===== config.mk =====
export PLATFORM = sky130hd
export DESIGN_NAME = systolic_feeder
export DESIGN_NICKNAME = d
export VERILOG_FILES = /design/src/rtl/systolic_pkg.sv /design/src/rtl/feeder_skew_line.sv /design/src/rtl/systolic_feeder.sv
export SDC_FILE = /design/constraint.sdc
export NUM_CORES = 1
export LEC_CHECK = 0
export ABC_AREA = 1
export CAP_MARGIN = 20
export CORE_UTILIZATION = 48
export CTS_CLUSTER_DIAMETER = 40
export DETAILED_ROUTE_END_ITERATION = 6
export PLACE_DENSITY = 0.89
export REMOVE_ABC_BUFFERS = 1
export SETUP_SLACK_MARGIN = 0.2
export SLEW_MARGIN = 20
export SYNTH_ARGS = -nofsm -noshare
export SYNTH_HDL_FRONTEND = slang
export SYNTH_SLANG_ARGS = --single-unit

===== constraint.sdc =====
create_clock -name clock -period 1.65 [get_ports clock]
set_clock_uncertainty 0.2 [all_clocks]
set_input_delay 0.2475 -clock clock [delete_from_list [all_inputs] [get_ports clock]]
set_output_delay 0.2475 -clock clock [all_outputs]
set_load 0.03 [all_outputs]

===== src/rtl/systolic_pkg.sv =====
// Shared types and constants for the systolic array edge feeder.
package systolic_pkg;

    localparam int DEFAULT_N  = 4;
    localparam int DEFAULT_DW = 8;

    typedef enum logic [1:0] {
        IDLE   = 2'd0,
        WLOAD  = 2'd1,
        STREAM = 2'd2,
        DRAIN  = 2'd3
    } feeder_state_t;

    // Lowest bit of lane `lane` inside a packed N*DW vector.
    function automatic int lane_lsb(input int lane, input int dw);
        return lane * dw;
    endfunction

endpackage


===== src/rtl/feeder_skew_line.sv =====
// Fixed-depth shift register of {valid, data} tokens used to skew one array row.
module feeder_skew_line
    import systolic_pkg::*;
#(
    parameter int DEPTH = 1,
    parameter int DW    = DEFAULT_DW
) (
    input  logic          clock,
    input  logic          reset_n,
    input  logic          i_valid,
    input  logic [DW-1:0] i_data,
    output logic          o_valid,
    output logic [DW-1:0] o_data
);

    logic [DEPTH-1:0]         r_valid;
    logic [DEPTH-1:0][DW-1:0] r_data;

    // Bubbles shift exactly like real tokens, so every stage moves every cycle.
    always_ff @(posedge clock or negedge reset_n) begin
        if (!reset_n) begin
            r_valid <= '0;
            r_data  <= '0;
        end else begin
            r_valid[0] <= i_valid;
            r_data[0]  <= i_data;
            for (int k = 1; k < DEPTH; k++) begin
                r_valid[k] <= r_valid[k-1];
                r_data[k]  <= r_data[k-1];
            end
        end
    end

    assign o_valid = r_valid[DEPTH-1];
    assign o_data  = r_data[DEPTH-1];

endmodule


===== src/rtl/systolic_feeder.sv =====
// Edge driver for an N x N systolic array: loads the weight chain, then streams
// activations with a per-row skew so partial sums meet on the diagonal wavefront.
module systolic_feeder
    import systolic_pkg::*;
#(
    parameter int N  = DEFAULT_N,
    parameter int DW = DEFAULT_DW
) (
    input  logic            clock,
    input  logic            reset_n,
    input  logic            load_start,
    input  logic            stream_start,
    input  logic            in_valid,
    output logic            in_ready,
    input  logic [N*DW-1:0] in_data,
    input  logic            in_last,
    output logic [N*DW-1:0] win,
    output logic [N-1:0]    wwrite,
    output logic [N*DW-1:0] datain,
    output logic [N-1:0]    active,
    output logic            busy,
    output logic            done
);

    localparam int CW = (N > 1) ? $clog2(N) : 1;

    feeder_state_t   r_state;
    logic [CW-1:0]   r_cnt;
    logic            r_in_ready;
    logic            r_busy;
    logic            r_done;
    logic [N-1:0]    r_wwrite;
    logic [N*DW-1:0] r_win;

    logic            w_accept;
    logic            w_tok_valid;
    logic [N*DW-1:0] w_tok_data;

    assign w_accept    = in_valid && r_in_ready;
    assign w_tok_valid = (r_state == STREAM) && w_accept;
    assign w_tok_data  = w_tok_valid ? in_data : '0;

    // Handshake and status outputs are registered alongside the next state so
    // nothing downstream sees a combinational path from in_valid.
    always_ff @(posedge clock or negedge reset_n) begin
        if (!reset_n) begin
            r_state    <= IDLE;
            r_cnt      <= '0;
            r_in_ready <= 1'b0;
            r_busy     <= 1'b0;
            r_done     <= 1'b0;
            r_wwrite   <= '0;
            r_win      <= '0;
        end else begin
            r_done   <= 1'b0;
            r_wwrite <= '0;
            case (r_state)
                IDLE: begin
                    if (load_start) begin
                        r_state    <= WLOAD;
                        r_cnt      <= '0;
                        r_in_ready <= 1'b1;
                        r_busy     <= 1'b1;
                    end else if (stream_start) begin
                        r_state    <= STREAM;
                        r_in_ready <= 1'b1;
                        r_busy     <= 1'b1;
                    end
                end
                WLOAD: begin
                    if (w_accept) begin
                        r_win    <= in_data;
                        r_wwrite <= '1;
                        if (r_cnt == CW'(N - 1)) begin
                            r_state    <= IDLE;
                            r_cnt      <= '0;
                            r_in_ready <= 1'b0;
                            r_busy     <= 1'b0;
                            r_done     <= 1'b1;
                        end else begin
                            r_cnt <= r_cnt + 1'b1;
                        end
                    end
                end
                STREAM: begin
                    if (w_accept && in_last) begin
                        r_in_ready <= 1'b0;
                        if (N > 1) begin
                            r_state <= DRAIN;
                            r_cnt   <= CW'(N - 2);
                        end else begin
                            r_state <= IDLE;
                            r_busy  <= 1'b0;
                            r_done  <= 1'b1;
                        end
                    end
                end
                DRAIN: begin
                    // Hold off until the last beat has reached the bottom row's output.
                    if (r_cnt == '0) begin
                        r_state <= IDLE;
                        r_busy  <= 1'b0;
                        r_done  <= 1'b1;
                    end else begin
                        r_cnt <= r_cnt - 1'b1;
                    end
                end
                default: begin
                    r_state    <= IDLE;
                    r_in_ready <= 1'b0;
                    r_busy     <= 1'b0;
                end
            endcase
        end
    end

    genvar i;
    generate
        for (i = 0; i < N; i++) begin : g_lane
            feeder_skew_line #(
                .DEPTH(i + 1),
                .DW   (DW)
            ) u_skew (
                .clock  (clock),
                .reset_n(reset_n),
                .i_valid(w_tok_valid),
                .i_data (w_tok_data[lane_lsb(i, DW) +: DW]),
                .o_valid(active[i]),
                .o_data (datain[lane_lsb(i, DW) +: DW])
            );
        end
    endgenerate

    assign in_ready = r_in_ready;
    assign busy     = r_busy;
    assign done     = r_done;
    assign wwrite   = r_wwrite;
    assign win      = r_win;

endmodule


; ---- After elaboration in Yosys (flattened, before gate mapping)
; Cells that the tools add are included.
[op_classes]
add_sub_neg = 2
eq_ne = 11
n_mux = 28
n_bitwise = 1
reduce_logical = 11
[ops]
columns = operator, count
row1 = 32-bit 2-to-1 mux, 1
row2 = 2-bit 2-to-1 mux, 11
row3 = 2-bit case mux with 4 select lines, 2
row4 = 5-bit AND reduction, 3
row5 = 2-bit inequality test (second input constant), 5
row6 = 1-bit 2-to-1 mux, 9
row7 = 4-bit 2-to-1 mux, 2
row8 = 2-bit == test (second input constant), 3
row9 = 1-bit case mux with 3 select lines, 2
row10 = 2-bit logical NOT, 2
row11 = 4-bit AND reduction, 1
row12 = 1-bit logical AND, 3
row13 = 3-bit inequality test (second input constant), 1
row14 = 3-bit nonzero test, 1
row15 = 2-bit by 1-bit adder with 2-bit output (second input constant), 1
row16 = 2-bit by 1-bit == test with 1-bit output (second input constant), 1
row17 = 2-bit by 1-bit inequality test with 1-bit output (second input constant), 1
row18 = 1-bit case mux with 2 select lines, 1
row19 = 2-bit AND reduction, 1
row20 = 2-bit by 1-bit subtractor with 2-bit output (second input constant), 1
row21 = 1-bit NOT, 1
[totals]
register_bits = 133
out_inout_bits = 75
wordCells = 74

; ---- Depth between registers and ports, before layout
; Gate-level depths: netlist of the first run.
[logic_depth]
word_depth = 4
mapped_depth = 9
mapped_depth_nobuf = 9

; ---- Cells and area by module
; A second synthesis of the first run with hierarchy kept.
[unflattened]
hier_cells = 375
area_unflattened_um2 = 4539.4
[modules_own_cells]
columns = mod, instances, cells_each, area_per_inst_um2, seq_area_each_um2
row1 = systolic_feeder, 1, 261, 2107.0, 1001.0
row2 = feeder_skew_line (g_lane[3].u_skew), 1, 44, 960.9, 900.9
row3 = feeder_skew_line (g_lane[2].u_skew), 1, 35, 735.7, 675.6
row4 = feeder_skew_line (g_lane[1].u_skew), 1, 26, 510.5, 450.4
row5 = feeder_skew_line (g_lane[0].u_skew), 1, 9, 225.2, 225.2

; ---- Worst setup path after synthesis of the first run
; OpenSTA, ideal clock, no wires.
[synth_timing]
path_kind = register -> register
startpoint = register r_state[1]
endpoint = register r_state[0]
setup_ps = 117
arrival_ps = 1193
path_slack_ps = 140
stages_incl_launch_ff = 9
n_path_buf = 0
synth_period_minus_slack_ps = 1510
path_cell_list = dfrtp_1 > inv_1 > ha_1 > nand2_1 > nand2_1 > nor2_1 > nand2_1 > nand2_1 > nand2_1
[synth_via]
elab_chain_len = 3
[synth_lines]
columns = item, line
row1 = "start, declared", systolic_feeder.sv:27  ; feeder_state_t r_state;
row2 = "start signal, assigned", systolic_feeder.sv:47  ; r_state <= IDLE;
row3 = "start signal, assigned", systolic_feeder.sv:60  ; r_state <= WLOAD;
row4 = "start signal, assigned", systolic_feeder.sv:65  ; r_state <= STREAM;
row5 = "2-bit == test, or another cell as far along", systolic_feeder.sv:57  ; case (r_state)
row6 = "2-bit inequality test (no source line), or another cell as far along", --
row7 = 5-bit AND reduction (no source line), --
; Parallel ways exist; a longest one is shown, timed or not.
; A chain may end at the register's enable or synchronous reset.

; ---- Final worst setup path of the first run
[layout_timing]
startpoint = register r_state[0]
endpoint = register g_lane[1].u_skew.r_data[0] (netlist name)
[layout_via]
elab_chain_len = 3
[layout_lines]
columns = item, line
row1 = 2-bit == test, systolic_feeder.sv:40  ; assign w_tok_valid = (r_state == STREAM) && w_accept;
row2 = 1-bit logical AND, systolic_feeder.sv:40
row3 = named net g_lane[0].u_skew.i_valid, feeder_skew_line.sv:10  ; input logic i_valid,
row4 = 32-bit 2-to-1 mux, systolic_feeder.sv:41  ; assign w_tok_data = w_tok_valid ? in_data : '0;
row5 = named net g_lane[1].u_skew.i_data[0], feeder_skew_line.sv:11  ; input logic [DW-1:0] i_data,
row6 = "end signal, assigned by index", feeder_skew_line.sv:29  ; r_data[k] <= r_data[k-1];
row7 = "end, declared", feeder_skew_line.sv:17  ; logic [DEPTH-1:0][DW-1:0] r_data;
; The timed path passes the listed nets, and every way through them passes these cells.

==> out/metrics.cfg, run 1 <==
[yosys]
syn_inst = 372
avgSynthCellArea_sq_um = 11.7
async_reset_ff_frac = 1.00
synth_top_area_cell = dfrtp_1
ys_top_cells_by_area = dfrtp_1 71%, nand2_1 5.8%, buf_4 5.3%
synth-edff-count = 0
yosysSeqAreaShare = 0.711
ys_types = 16
ys.flop_type = dfrtp_1
netlist_area_sq_um = 4370
ys_ff_latch = 124
yosys_warnings = 0
synth_top_area_share = 0.711

[setup_path]
startpoint_type = flip-flop
rr_worst_depth = 7
crit_buf_inv = 4
reg2reg_to = g_lane[1].u_skew.r_data[0]$_DFF_PN0_
cpMostUsedCell = inv_4
rr_startpoint = r_state[0]$_DFFE_PN0P_
crit_fanout = 13
max_stage_delay_ns = 0.46
critPathRequiredTime_ns = 1.88
critPathKind = reg -> reg
critPathArrivalTime_ns = 1.77
ff2ff_setup_slack_ns = 0.10
cp_top_family = flip-flops
path_cells = inv_4 -> ha_4 -> inv_4 -> nor2_4 -> inv_6 -> buf_12 -> nor2_1
cpMaxStageDelayCell = dfrtp_2
worstSetupEndpointType = flip-flop

[routing]
dr.pass1.iters = 4
viasPerCell = 4.64
drc = 0
drtIter0Drc = 74
wl_um = 9730
route.vias.total = 2948
antenna_left = 0
wire_per_inst_um = 15.3

[floorplan]
start_util = 0.498
ios = 113
dieWidth_um = 97.4
dieArea_sq_um = 9480
coreArea_sq_um = 8760
row_count = 34
die_h_um = 97.4

[global_routing]
grt_pass1_wl_um = 15700
grt_max_degree = 44
grt_pass1_vias = 3167
antenna_found_initial = 0
grt_usage = 0.220
globalRoute.totalOverflow = 0

[clock_network]
ctsRootBufferMaster = clkbuf_8
worstSkewPairLatency_ns = 0.50
clock_sinks = 124
cts_buffer_depth = 2
cts_buffers = 17
cts_tree = built
h-tree-depth = 4
path_clk_slew_ns = 0.06

[place]
place.gp.congestion = 0.808
dp_hpwl_um = 5580
numPortBuffers = 112
place_area_sq_um = 5490

[pwr]
clock_power_share = 0.317
seqPwrFrac = 0.322
report.power.total_mw = 12.6
p_sw_mw = 4.23
power_frac_comb = 0.361
power_density_nw_per_um2 = 1860
leakage_nw = 3.59
ir_drop_v = 0.00105
p_sw_frac = 0.335
intPower_mw = 8.39

[sta]
period_share = 0.937
setup_viol = 0
min_period_ns = 1.55
rsz0062_at_grt = true
hold_slack_ns = 0.0344
hold_viol_final = 0
finalMaxSlewViolations = 0
fin_tns_setup_ns = 0
worst_slew_pin_slew_ns = 0.436
slew_headroom = 0.709
fmax_mhz = 647

[final_layout]
postLayoutCoreUtil = 0.775
drive_gt1_frac = 0.420
synthToLayoutAreaGrowth_pct = 55.6
nFillCells = 541
final_nets = 560
design_area_sq_um = 6800
antenna_cells = 0

[outcome]
outcome = completed

[min_path]
hold_class = in -> async

[job]
max-cap-violations = 0

sequential cells by signal (all words and copies together), names as in the netlist:
signal and cells:
busy 1, done 1, g_lane.u_skew.o_data 32, g_lane.u_skew.r_data 48, g_lane.u_skew.r_valid 4, in_ready 1
r_cnt 2, r_state 2, win 32, wwrite 1
kinds of logic after synthesis:
kind of cell | after synthesis | synth area share
adder cells (fa/ha/maj) | 7 | 0.0201
AND/OR/NAND/NOR | 114 | 0.101
flip-flops | 124 | 0.711
buffers and inverters | 92 | 0.116
AO/OA/AOI/OAI | 35 | 0.0521
power by group through the flow:
stage / clock [mW] / combinational, mW / sequential [mW]
after floorplan: 0 / 0.972 / 4.90
after global placement: 0 / 3.35 / 3.96
after detailed placement: 0 / 3.44 / 3.99
after CTS: 4.08 / 4.18 / 4.05
after global routing: 4.23 / 4.85 / 4.13
final: 4.00 / 4.55 / 4.07
cell usage after synthesis, types with 2 or more instances:
cell type,number
buf_2,4
o21ai_1,16
buf_6,5
nand2_1,67
nand3_1,6
o21ai_0,5
nand2_2,2
buf_4,31
nor2_1,38
dfrtp_1,124
inv_1,49
ha_1,7
o21ai_2,14
inv_2,2
cell usage in the layout (no fill, tap or decap), drive strengths merged:
| master | Yosys | layout |
|---|---|---|
| inv | 51 | 56 |
| buf | 40 | 128 |
| clkinvlp | 0 | 1 |
| ha | 7 | 7 |
| clkdlybuf4s50 | 0 | 36 |
| bufinv | 0 | 5 |
| clkinv | 0 | 4 |
| nor2 | 39 | 39 |
| o21ai | 35 | 35 |
| dlygate4sd3 | 0 | 1 |
| nand3 | 6 | 6 |
| dfrtp | 124 | 124 |
| clkbuf | 1 | 17 |
| nand2 | 69 | 69 |
how the worst max path moves through the flow:
stage / startpoint / end / slack [ns] / cells after the start
floorplan: r_state[1]$_DFFE_PN0P_ / win[0]$_DFFE_PN0P_ / -0.25 / 5
global placement: in_valid / r_cnt[0]$_DFFE_PN0P_ / -0.02 / 8
detailed placement: in_valid / r_state[0]$_DFFE_PN0P_ / -0.07 / 8
CTS: wwrite[2]$_DFF_PN0_ / wwrite[0] / 0.09 / 1
global route: r_state[0]$_DFFE_PN0P_ / in_ready$_DFFE_PN0P_ / 0.04 / 8
finish: r_state[0]$_DFFE_PN0P_ / g_lane[1].u_skew.r_data[0]$_DFF_PN0_ / 0.10 / 7
per-stage QoR:
step / setup slack (ns) / std cells
finish: 0.105 / 636
global route: 0.0417 / 636
CTS: 0.0931 / 620
detailed placement: -0.0688 / 566
global placement: -0.0158 / 566
floorplan: -0.247 / 331
layer usage:
metal,up-vias,track usage,part of all wire
li1,1381,-,-
met1,1453,0.238,0.36
met2,96,0.401,0.57
met3,18,0.0640,0.047
met4,0,0.0871,0.018
met5,-,0,0
timing repair:
item / 4_1_cts / 5_1_grt
endpoints found under the hold margin: 124 / 0
setup endpoints to repair: 147 / 146
gates resized for setup: 570 / 33
pin swaps: 10 / 7
hold buffers: 1 / 0
cloned: 3 / 0
buffers inserted: 18 / 16
layout make-up:
cell class                 instances  area [sq um]  area share
inverter                          51           204      0.0300
sequential                       124          3110       0.457
timing repair buffer             165          1760       0.259
clock buffer                      17           414      0.0609
clock inverter                    15           233      0.0342
tap                              108           135      0.0199
multi-input combinational        156           943       0.139
(Power assumes the default switching activity.)
==> run 2, diff against run 1 <==
--- a/config.mk
+++ b/config.mk
@@ -7,6 +7,7 @@
 export LEC_CHECK = 0
 export ABC_AREA = 1
 export CAP_MARGIN = 20
+export CORE_MARGIN = 4
 export CORE_UTILIZATION = 48
 export CTS_CLUSTER_DIAMETER = 40
 export DETAILED_ROUTE_END_ITERATION = 6
==> run 2 against run 1 <==
- the run now ends with setup timing left
- utilization up 5.1 points
- sequential share of layout area down 3.0 points
- cell count up 0.31%
- sequential power up 2%
- via count up 5.4%
- worst setup slack worse by 0.12 ns
- count of clock-buffer cells in the layout unchanged
- non-clock buffer count up 2
- clock power down 10%
- combinational power up 20%
- flip-flop and latch count unchanged
- critical path depth up 2
- critical path type unchanged
- highest routed layer unchanged
==> out/metrics.cfg, run 2 (synthesis results as in run 1) <==
[global_routing]
gr-usage-met3 = 0.0651  ; +0.00103
antenna_found_initial = 0  ; unchanged
grt.met1_usage = 0.235  ; -0.00385
grt_max_degree = 38  ; -14%
grt_pass1_vias = 3213  ; +1.5%
globalRoute.totalOverflow = 0  ; unchanged
grt-busiest-layer = met2
grtUsageMet2 = 0.369  ; -0.0316
grt_usage = 0.206  ; -0.0142
grt_pass1_wl_um = 16300  ; +3.6%

[sta]
finalMaxSlewViolations = 0  ; unchanged
fmax_mhz = 601  ; -7.1%
setup_slack_ns = -0.0143  ; -0.119 ns
min_period_ns = 1.66  ; +0.119 ns
worst_slew_pin_slew_ns = 0.405  ; -0.0316 ns
period_share = 1.01  ; +0.0721
hold_viol_final = 0  ; unchanged
slew_headroom = 0.730  ; +0.0211
setup_viol = 1  ; +1
rsz0062_at_grt = true

[floorplan]
die_h_um = 103  ; +6.2%
start_util = 0.496  ; -0.00241
dieWidth_um = 103  ; +6.2%
dieArea_sq_um = 10700  ; +13%
coreArea_sq_um = 8810  ; +0.49%
row_count = 34  ; unchanged
ios = 113  ; unchanged

[clock_network]
worstSkewPairLatency_ns = 0.51  ; about the same
ctsRootBufferMaster = clkbuf_8
clock_sinks = 124  ; unchanged
cts_buffers = 17  ; unchanged
cts_tree = built
path_clk_slew_ns = 0.06  ; about the same
h-tree-depth = 4  ; unchanged
cts_buffer_depth = 2  ; unchanged

[setup_path]
startpoint_type = flip-flop
rr_startpoint = r_state[1]$_DFFE_PN0P_
critPathArrivalTime_ns = 1.86  ; +0.09 ns
crit_fanout = 6  ; -7
cpMaxStageDelayCell = dfrtp_2
critPathKind = reg -> reg
critPathRequiredTime_ns = 1.84  ; -0.04 ns
path_cells = buf_6 -> buf_6 -> ha_4 -> inv_6 -> nand2_4 -> nand2_8 -> nand2_4 -> nand2_2 -> nand2_1
worstSetupEndpointType = flip-flop
crit_buf_inv = 3  ; -1
cp_top_family = flip-flops
reg2reg_to = r_cnt[0]$_DFFE_PN0P_
max_stage_delay_ns = 0.46  ; about the same
cp-endpoint = r_cnt[0]$_DFFE_PN0P_
ff2ff_setup_slack_ns = -0.01  ; -0.12 ns
crit_path_start = r_state[1]$_DFFE_PN0P_
rr_worst_depth = 9  ; +2
cp.depth = 9  ; +2

[routing]
route.vias.total = 3107  ; +5.4%
wire_per_inst_um = 18.8  ; +23%
wl_um = 12000  ; +23%
drtIter0Drc = 112  ; +51%
drc = 0  ; unchanged
viasPerCell = 4.87  ; +5.1%
antenna_left = 0  ; unchanged
dr.pass1.iters = 4  ; unchanged

[final_layout]
final_nets = 562  ; +0.36%
final_common_cell = dfrtp_1
drive_gt1_frac = 0.534  ; +0.114
largest_register_ffs = 48  ; unchanged
largest_register = g_lane.u_skew.r_data
nFillCells = 442  ; -18%
synthToLayoutAreaGrowth_pct = 66.6
postLayoutCoreUtil = 0.826  ; +0.0508
final_cell_mix = 121 x dfrtp_1, 84 x buf_6, 42 x inv_1
design_area_sq_um = 7280  ; +7.1%
antenna_cells = 0  ; unchanged

[min_path]
hold_class = in -> async

[place]
pre_cts_ws_ns = -0.124  ; -0.0549 ns
place_area_sq_um = 5480  ; -0.18%
dp_hpwl_um = 5960  ; +6.9%
numPortBuffers = 112  ; unchanged
place.gp.congestion = 0.800  ; -0.95%

[pwr]
leakage_nw = 3.72  ; +3.8%
ir_drop_v = 0.00119  ; +14%
report.power.total_mw = 13.3  ; +5.0%
power_density_nw_per_um2 = 1820  ; -1.9%

[outcome]
outcome = finished with violations
violations = setup timing

[job]
max-cap-violations = 0  ; unchanged

[run 2: cell count changes in the layout (fill, tap and decap cells not counted), moves of 6 or more]
cell	previous run	this run
buf_4	41	27
buf_6	78	84
nand2_1	53	23
nand2_4	6	33
nor2_1	25	16
nor2_2	9	18
o21ai_1	19	1
o21ai_2	15	34
[run 2: worst min-delay path by stage]
| stage | depth (start not counted) | start | endpoint | slack (ns) |
|---|---|---|---|---|
| after floorplan | 0 | reset_n | busy$_DFFE_PN0P_ | -0.25 |
| after global placement | 1 | reset_n | g_lane[3].u_skew.o_data[6]$_DFF_PN0_ | -0.003 |
| after detailed placement | 1 | reset_n | g_lane[3].u_skew.o_data[6]$_DFF_PN0_ | 0.004 |
| after CTS | 2 | reset_n | g_lane[3].u_skew.o_data[6]$_DFF_PN0_ | 0.01 |
| after global routing | 2 | reset_n | g_lane[3].u_skew.r_data[23]$_DFF_PN0_ | 0.04 |
| final | 2 | reset_n | g_lane[3].u_skew.r_data[23]$_DFF_PN0_ | 0.01 |
[run 2: report_power, final]
part	total, mW	leakage (nW)	switching, mW	internal [mW]
registers	4.17	1.67	0.522	3.64
logic	5.48	1.78	2.91	2.57
clock network	3.60	0.277	1.43	2.18
[run 2: cell type report]
cell class	count	area, sq um	share of cell area
clock buffer	17	414	0.0569
inverter	51	216	0.0298
sequential	124	3110	0.427
timing repair buffer	167	1950	0.269
clock inverter	15	165	0.0227
multi-input combinational	156	1280	0.176
tap	108	135	0.0186
[run 2: metrics by stage]
stage | TNS (ns) | std cells | hold WS, ns
after floorplan | -7.75 | 331 | -0.248
after global placement | -0.00325 | 563 | -0.00345
after detailed placement | -0.546 | 563 | 0.00402
after CTS | 0 | 620 | 0.0133
after global routing | -0.541 | 638 | 0.0405
final | -0.0143 | 638 | 0.0126
[run 2: repair_timing]
| action | CTS | global route |
|---|---|---|
| setup buffers | 18 | 15 |
| hold endpoints to repair | 124 | 0 |
| pin swaps | 15 | 20 |
| hold buffers | 1 | 0 |
| gates cloned | 6 | 3 |
| endpoints found under the setup margin | 147 | 147 |
| resized for setup | 604 | 102 |
[run 2: per-layer routing]
| metal | vias to the layer above | part of all wire |
|---|---|---|
| met1 | 1563 | 0.36 |
| met2 | 121 | 0.57 |
| met5 | - | 0 |
| li1 | 1398 | - |
| met3 | 25 | 0.056 |
| met4 | 0 | 0.020 |
==> run 3, diff against run 2 <==
==> constraint.sdc (replaced) <==
create_clock -name clock -period 1.65 [get_ports clock]
set_clock_uncertainty 0.2 [all_clocks]
set_input_delay 0.33 -clock clock [delete_from_list [all_inputs] [get_ports clock]]
set_output_delay 0.33 -clock clock [all_outputs]
set_load 0.03 [all_outputs]
==> run 3 against run 2 <==
- the flow now finishes without violations
- count of clock-buffer cells in the layout increased by 2
- combinational power increased by 12%
- sequential share of layout area shrank 1.9 points
- utilization rose by 3.9 points
- first-iteration DRC count is 7.1% lower
- die area unchanged
- via count is 3.2% higher
- critical endpoint is now r_cnt[1]$_DFFE_PN0P_
- highest routed layer unchanged
==> out/metrics.cfg, run 3 (synthesis results as in run 1) <==
[outcome]
outcome = completed

[sta]
fin_tns_setup_ns = 0  ; +0.0143 ns
min_period_ns = 1.65  ; -0.0180 ns
hold_viol_final = 0  ; unchanged
setup_viol = 0  ; -1
worst_slew_pin_slew_ns = 0.307  ; -0.0973 ns
period_share = 0.998  ; -0.0109
slew_headroom = 0.795  ; +0.0649
hold_slack_ns = 0.0360  ; +0.0234 ns
rsz0062_at_grt = true
fmax_mhz = 607  ; +1.1%
finalMaxSlewViolations = 0  ; unchanged
setup_slack_ns = 0.00370  ; +0.0180 ns

[setup_path]
crit_fanout = 6  ; unchanged
max_stage_delay_ns = 0.45  ; about the same
cpMaxStageDelayCell = dfrtp_2
startpoint_type = flip-flop
critPathKind = reg -> reg
path_cells = buf_6 -> ha_4 -> inv_4 -> buf_6 -> nand2_8 -> nand2_8 -> nand2_4 -> nand2_2 -> nand2_2
worstSetupEndpointType = flip-flop
cp_top_family = flip-flops
critPathRequiredTime_ns = 1.84  ; about the same
critPathArrivalTime_ns = 1.84  ; -0.02 ns
crit_buf_inv = 3  ; unchanged

[floorplan]
dieArea_sq_um = 10700  ; unchanged
start_util = 0.496  ; unchanged
row_count = 34  ; unchanged
die_h_um = 103  ; unchanged
coreArea_sq_um = 8810  ; unchanged
dieWidth_um = 103  ; unchanged
ios = 113  ; unchanged

[routing]
drtIter0Drc = 104  ; -7.1%
antenna_left = 0  ; unchanged
drc = 0  ; unchanged
viasPerCell = 4.84  ; -0.59%
wire_per_inst_um = 19.3  ; +2.4%
wl_um = 12800  ; +6.3%
route.vias.total = 3205  ; +3.2%
dr.pass1.iters = 4  ; unchanged

[pwr]
leakage_nw = 3.89  ; +4.5%
report.power.total_mw = 14.0  ; +5.4%
power_density_nw_per_um2 = 1830  ; +0.69%
ir_drop_v = 0.00144  ; +21%

[global_routing]
grt_max_degree = 50  ; +32%
grt_pass1_wl_um = 17600  ; +8.4%
antenna_found_initial = 0  ; unchanged
grt_pass1_vias = 3364  ; +4.7%
grt_usage = 0.225  ; +0.0190
globalRoute.totalOverflow = 0  ; unchanged

[clock_network]
worstSkewPairLatency_ns = 0.50  ; about the same
cts_buffer_depth = 2  ; unchanged
clock_sinks = 124  ; unchanged
cts_tree = built
cts_buffers = 17  ; unchanged
path_clk_slew_ns = 0.06  ; about the same
ctsRootBufferMaster = clkbuf_8
h-tree-depth = 4  ; unchanged

[final_layout]
antenna_cells = 0  ; unchanged
final_common_cell = dfrtp_1
largest_register = g_lane.u_skew.r_data
final_cell_mix = 121 x dfrtp_1, 90 x buf_6, 42 x inv_1, 42 x buf_4, 36 x clkdlybuf4s50_1
largest_register_ffs = 48  ; unchanged
instances_no_fill = 662  ; +3.8%
final_nets = 586  ; +4.3%
drive_gt1_frac = 0.574  ; +0.0400
nFillCells = 380  ; -14%
synthToLayoutAreaGrowth_pct = 74.4
seq_area_sq_um = 3110  ; unchanged
multi_input_area_sq_um = 1360  ; +5.6%

[min_path]
hold_class = in -> async

[place]
pre_cts_ws_ns = -0.161  ; -0.0376 ns
post-place-cells = 563  ; unchanged
numPortBuffers = 112  ; unchanged
dp_hpwl_um = 5920  ; -0.63%
place.gp.congestion = 0.772  ; -3.5%

[job]
max-cap-violations = 0  ; unchanged

## run 3: cell count changes in the layout (fill, tap and decap cells not counted), moves of 3 or more
cell and delta:
buf_4 +15, nand2_1 -11, nand2_2 +8, o21ai_2 -7, buf_6 +6, o21ai_1 +6, nor2_1 -5, buf_16 +4
nor2_2 +4, inv_6 -3
## run 3: final cells by class
cell class,count,area share
clock buffers,19,0.0567
clock inverters,13,0.0217
inverters,51,0.0271
multi-input cells,156,0.178
flip-flops and latches,124,0.408
well taps,108,0.0177
repair buffers,191,0.291
## run 3: metal layers
metal | vias to the layer above | track usage | wire, um
met3 | 26 | 0.0651 | 629
li1 | 1441 | - | -
met5 | - | 0 | 0
met2 | 112 | 0.398 | 7200
met4 | 0 | 0.0697 | 285
met1 | 1626 | 0.263 | 4640
## run 3: path summary, 6_finish.rpt
kind / depth (start not counted) / slack [ns] / end / startpoint
setup / recovery: 9 / 0.004 / r_cnt[1]$_DFFE_PN0P_ / r_state[1]$_DFFE_PN0P_
hold / removal: 2 / 0.04 / g_lane[3].u_skew.r_data[7]$_DFF_PN0_ / reset_n
setup reg to reg: 9 / 0.004 / r_cnt[1]$_DFFE_PN0P_ / r_state[1]$_DFFE_PN0P_
hold reg to reg: 0 / 0.14 / g_lane[3].u_skew.r_data[8]$_DFF_PN0_ / g_lane[3].u_skew.r_data[0]$_DFF_PN0_
max in group asynchronous: 3 / 0.64 / g_lane[3].u_skew.r_data[11]$_DFF_PN0_ / reset_n
min in group clock: 0 / 0.14 / g_lane[3].u_skew.r_data[8]$_DFF_PN0_ / g_lane[3].u_skew.r_data[0]$_DFF_PN0_
## run 3: power by group
group	switching [mW]	internal [mW]	total, mW	leakage (nW)
sequential	0.485	3.64	4.13	1.67
clock	1.37	2.35	3.72	0.293
combinational	3.17	2.95	6.12	1.93
total	5.02	8.95	14.0	3.89
## run 3: per-stage QoR
stage / instance area [sq um] / utilization
2_1_floorplan: 4050 / -
3_3_place_gp: 5490 / 0.624
3_5_place_dp: 5490 / 0.624
4_1_cts: 7090 / 0.806
5_1_grt: 7610 / 0.865
6_report: 7610 / 0.865
## run 3: what timing repair did
action / in CTS / in global routing
pin swaps: 24 / 20
gates resized for setup: 629 / 100
buffers inserted: 35 / 20
gates cloned: 10 / 1
hold endpoints to repair: 124 / 0
hold buffers: 1 / 0
endpoints found under the setup margin: 147 / 146
## run 3: worst reg2reg max path: cells and delay by family (launching register included)
family	cells	cell delay (ns)
adder cells (fa/ha/maj)	1	0.16
buffers and inverters	3	0.33
flip-flops	1	0.45
AND/OR/NAND/NOR	5	0.40
